## config.mk

```make
export PLATFORM = sky130hd
export DESIGN_NAME = bcd_timer_ctrl
export DESIGN_NICKNAME = d
export VERILOG_FILES = /design/src/rtl/bcd_timer_ctrl.sv
export SDC_FILE = /design/constraint.sdc
export NUM_CORES = 1
export LEC_CHECK = 0
export CAP_MARGIN = 40
export CORE_UTILIZATION = 47
export CTS_BUF_LIST = sky130_fd_sc_hd__clkbuf_8 sky130_fd_sc_hd__clkbuf_16
export DETAILED_ROUTE_END_ITERATION = 6
export PLACE_DENSITY = 0.79
export SLEW_MARGIN = 20
export SYNTH_ARGS = -nofsm -noshare
export SYNTH_HDL_FRONTEND = slang
export SYNTH_SLANG_ARGS = --single-unit
export TNS_END_PERCENT = 100
```

## constraint.sdc

```tcl
create_clock -name CLK -period 1.8 [get_ports CLK]
set_input_delay 0.45 -clock CLK [delete_from_list [all_inputs] [get_ports CLK]]
set_output_delay 0.45 -clock CLK [all_outputs]
set_load 0.02 [all_outputs]
```

## src/rtl/bcd_timer_ctrl.sv

```systemverilog
// Run controller for a two-digit BCD up-counter: prescales the clock into count
// ticks, drives the counter's enable/clear and stops when the count hits a BCD target.
module bcd_timer_ctrl #(
  parameter int DIV   = 50,
  parameter int DIV_W = 6
) (
  input  logic       CLK,
  input  logic       RST,
  input  logic       START,
  input  logic       STOP,
  input  logic       CLR,
  input  logic [3:0] TGT_HI,
  input  logic [3:0] TGT_LO,
  input  logic [3:0] CNT_HI,
  input  logic [3:0] CNT_LO,
  output logic       CNT_EN,
  output logic       CNT_CLR,
  output logic       TICK,
  output logic       BUSY,
  output logic       DONE
);

  localparam logic [2:0] S_IDLE  = 3'd0;
  localparam logic [2:0] S_LOAD  = 3'd1;
  localparam logic [2:0] S_RUN   = 3'd2;
  localparam logic [2:0] S_PAUSE = 3'd3;
  localparam logic [2:0] S_DONE  = 3'd4;

  localparam logic [DIV_W-1:0] PRE_LAST = DIV_W'(DIV - 1);

  logic [2:0]       state_reg, state_next;
  logic [DIV_W-1:0] pre_reg, pre_next;
  logic [7:0]       tgt_reg, tgt_next;
  logic             clr_pend_reg;
  logic [7:0]       tgt_in, tgt_clamped;
  logic             match, tick;

  assign tgt_in = {TGT_HI, TGT_LO};

  // Out-of-range BCD digits saturate to 9 so a match is always reachable.
  generate
    for (genvar gi = 0; gi < 2; gi++) begin : g_clamp
      assign tgt_clamped[gi*4 +: 4] = (tgt_in[gi*4 +: 4] > 4'd9) ? 4'd9 : tgt_in[gi*4 +: 4];
    end
  endgenerate

  assign match = ({CNT_HI, CNT_LO} == tgt_reg);
  assign tick  = (state_reg == S_RUN) && (pre_reg == PRE_LAST);

  always_comb begin
    state_next = state_reg;
    if (CLR) begin
      state_next = S_IDLE;
    end else begin
      case (state_reg)
        S_IDLE:  if (START && !STOP) state_next = S_LOAD;
        S_LOAD:  state_next = S_RUN;
        S_RUN: begin
          if (match)     state_next = S_DONE;
          else if (STOP) state_next = S_PAUSE;
        end
        S_PAUSE: if (START && !STOP) state_next = S_RUN;
        S_DONE:  if (START && !STOP) state_next = S_LOAD;
        default: state_next = S_IDLE;
      endcase
    end
  end

  always_comb begin
    pre_next = pre_reg;
    case (state_reg)
      S_RUN:   pre_next = tick ? '0 : pre_reg + 1'b1;
      S_LOAD:  pre_next = '0;
      S_IDLE:  pre_next = '0;
      default: pre_next = pre_reg;
    endcase
  end

  // LOAD is only ever entered from IDLE or DONE, so this is the latch edge.
  always_comb begin
    tgt_next = tgt_reg;
    if (state_next == S_LOAD && state_reg != S_LOAD) tgt_next = tgt_clamped;
  end

  always_ff @(posedge CLK) begin
    if (RST) begin
      state_reg    <= S_IDLE;
      pre_reg      <= '0;
      tgt_reg      <= 8'h00;
      clr_pend_reg <= 1'b0;
    end else begin
      state_reg    <= state_next;
      pre_reg      <= pre_next;
      tgt_reg      <= tgt_next;
      clr_pend_reg <= CLR;
    end
  end

  assign TICK    = tick;
  assign CNT_EN  = tick && !match;
  assign CNT_CLR = (state_reg == S_LOAD) || clr_pend_reg;
  assign BUSY    = (state_reg == S_LOAD) || (state_reg == S_RUN);
  assign DONE    = (state_reg == S_DONE);

endmodule
```

==> impl_metrics.ini <==
[route]
drt_iter0_drc = 17
via_per_inst = 5.16
first_pass_iters = 4
route.antenna.remaining_nets = 0
wl_per_cell_um = 12.0
via_count = 959
wl_um = 2230
drcViolationCount = 0

[place]
dp_cells = 182
hpwl_um = 1750
io_buffer_count = 25
dp_slack_ns = -0.765
routabilityCongestion = 0.835

[logic_synthesis]
synth.distinct_cells = 35
synthFlopType = dfxtp_1
ys_async_sr_fraction = 0
syn_area_um2 = 996
yosysWarnings = 0
synth_seq_area_share = 0.362
synth_edf_count = 0
syn_nets = 143
yosys.area.top_type = dfxtp_1
yosys-top-cells-count = 18 x dfxtp_1, 16 x nand2_1, 11 x xor2_1, 10 x a21oi_1, 10 x nor2_1
synth_top_area_frac = 0.362
ys_ff_latch = 18
netlist_instances = 120
syn_area_per_cell_um2 = 8.30
synth.most_common_cell = dfxtp_1
ys_top_cells_by_area = dfxtp_1 36%, xor2_1 9.7%, nand2_1 6.0%

[worst_setup_path]
worstPathArrival_ns = 1.40
r2r_cells = 5
worst_setup_path_start_kind = input pin
critical_path.cell_chain = clkdlybuf4s15_1 > xor2_1 > nor4_1 > nand2_1 > and2_4 > buf_6
cp.required_ns = 1.35
crit_path_top_delay_cell = nor4_1
crit_type = in2out
end_kind = output port
crit_fanout = 2
cpPeakStageDelay_ns = 0.25

[clocking]
clock_latency_ns = 0.25
cts_tree = built
root_buffer = clkbuf_8
cts.sinks = 18
hold_buffers = 0
h-tree-depth = 1
clk_path_buf_depth = 2
numCtsBuffers = 3
cts_setup_buffers = 0
clk_pin_slew_ns = 0.07

[timing]
fmax_mhz = 540
hold_viol = 0
worstMarginPinSlew_ns = 0.314
rsz0062_at_grt = yes
layout_min_cycle_time_ns = 1.85
min_period_over_period = 1.03
drv_slew = 0
setup_viol = 1
max-slew-margin-rel = 0.790
skew_ns = 0.00290
setup_ws_ns = -0.0528

[grt]
overflow = 0
grt_pass1_wl_um = 3420
antenna_found_initial = 0
grt_pass1_vias = 842
grt_max_degree = 11
groute.usage.overall = 0.213

[worst_hold_path]
hold_path_class = reg2reg
hold_depth = 2

[cells_and_area]
layout.cells.non_filler = 186
area_delta_synth_final_pct = 42.2
drive_gt1_frac = 0.239
antenna_cells = 0
fin_nets = 183
largest_register_ffs = 8

[floorplan]
io_pins = 26
die_h_um = 48.0
floorplan.die_area_um2 = 2310
die_width_um = 48.0
start_util = 0.503
rows = 16
core_area_um2 = 1980

[run_status]
status = complete, but fails checks
violations = negative setup slack

[power_and_ir_drop]
power_mw = 0.855
power.leakage_nw = 0.594
power_density_nw_per_um2 = 604
peakVddDrop_mv = 0.467

[job]
maxCapViolations = 0
-- critical path, delay by kind of cell --
family / cells / cell delay, ns
and+or+nand+nor: 3 / 0.52
buffers and inverters: 2 / 0.29
xor gates and xnor gates: 1 / 0.14
-- power by group --
part           switching, mW  total, mW  internal [mW]
Combinational         0.0475      0.113         0.0653
Sequential           0.00494      0.411          0.406
Clock                  0.137      0.332          0.194
-- metrics by stage --
stage          area (µm²)  TNS, ns  hold WS [ns]  utilization
2_1_floorplan        1000        0         0.444            -
3_3_place_gp         1370    -1.10         0.453        0.691
3_5_place_dp         1370    -1.57         0.463        0.691
4_1_cts              1410  -0.0854         0.469        0.711
5_1_grt              1420   -0.156         0.497        0.715
6_report             1420  -0.0528         0.467        0.715
-- kinds of logic after synthesis --
family / synth area share
AOI/OAI and AO/OA: 0.148
xor gates and xnor gates: 0.106
adders and majority gates: 0.0251
buffers and inverters: 0.0515
DFF: 0.362
and+or+nand+nor: 0.308
-- metal layers --
| metal | part of all wire | vias up | GRT usage |
|---|---|---|---|
| met2 | 0.51 | 23 | 0.359 |
| met5 | 0 | - | 0 |
| met4 | 0.0076 | 0 | 0.0778 |
| li1 | - | 494 | - |
| met1 | 0.45 | 438 | 0.272 |
| met3 | 0.034 | 4 | 0.0340 |
-- layout make-up --
class                   instances  area [µm²]
flip-flops and latches         18         364
repair buffers                 42         349
clock buffers                   4        55.1
fillers                       160         566
well taps                      27        33.8
inverters                       2        7.51
multi-input cells              93         607
-- path summary, 6_finish.rpt --
check | endpoint | startpoint | slack, ns
hold reg to reg | tgt_reg[0] | tgt_reg[0] | 0.47
setup / recovery | CNT_EN | CNT_HI[0] | -0.05
hold / removal | tgt_reg[0] | tgt_reg[0] | 0.47
setup reg to reg | tgt_reg[4] | state_reg[1] | 0.33
-- timing repair --
item / CTS / global route
resized for setup: 32 / 16
endpoints found under the setup margin: 5 / 5
pin swaps: 6 / 2
endpoints found under the hold margin: 0 / 0
-- cells in the final DEF (no fill, tap or decap), types with 2 or more instances in the layout --
master           synthesis  layout
a21o_1                   2       2
a21oi_1                 10      10
buf_2                    2       2
buf_4                    0      17
buf_6                    2       2
clkbuf_2                 0       4
clkbuf_8                 0       4
clkdlybuf4s15_1          0       4
clkdlybuf4s50_1          0      12
dfxtp_1                 18      15
dfxtp_2                  0       3
nand2_1                 16      16
nand2b_1                 2       2
nand3b_1                 5       5
nand4_1                  2       2
nor2_1                  10       9
nor2b_1                  3       3
nor3_1                   5       4
nor4_1                   3       3
o21a_1                   2       2
o21ai_0                  3       3
xor2_1                  11      11
Power figures use the tool's default switching activity.
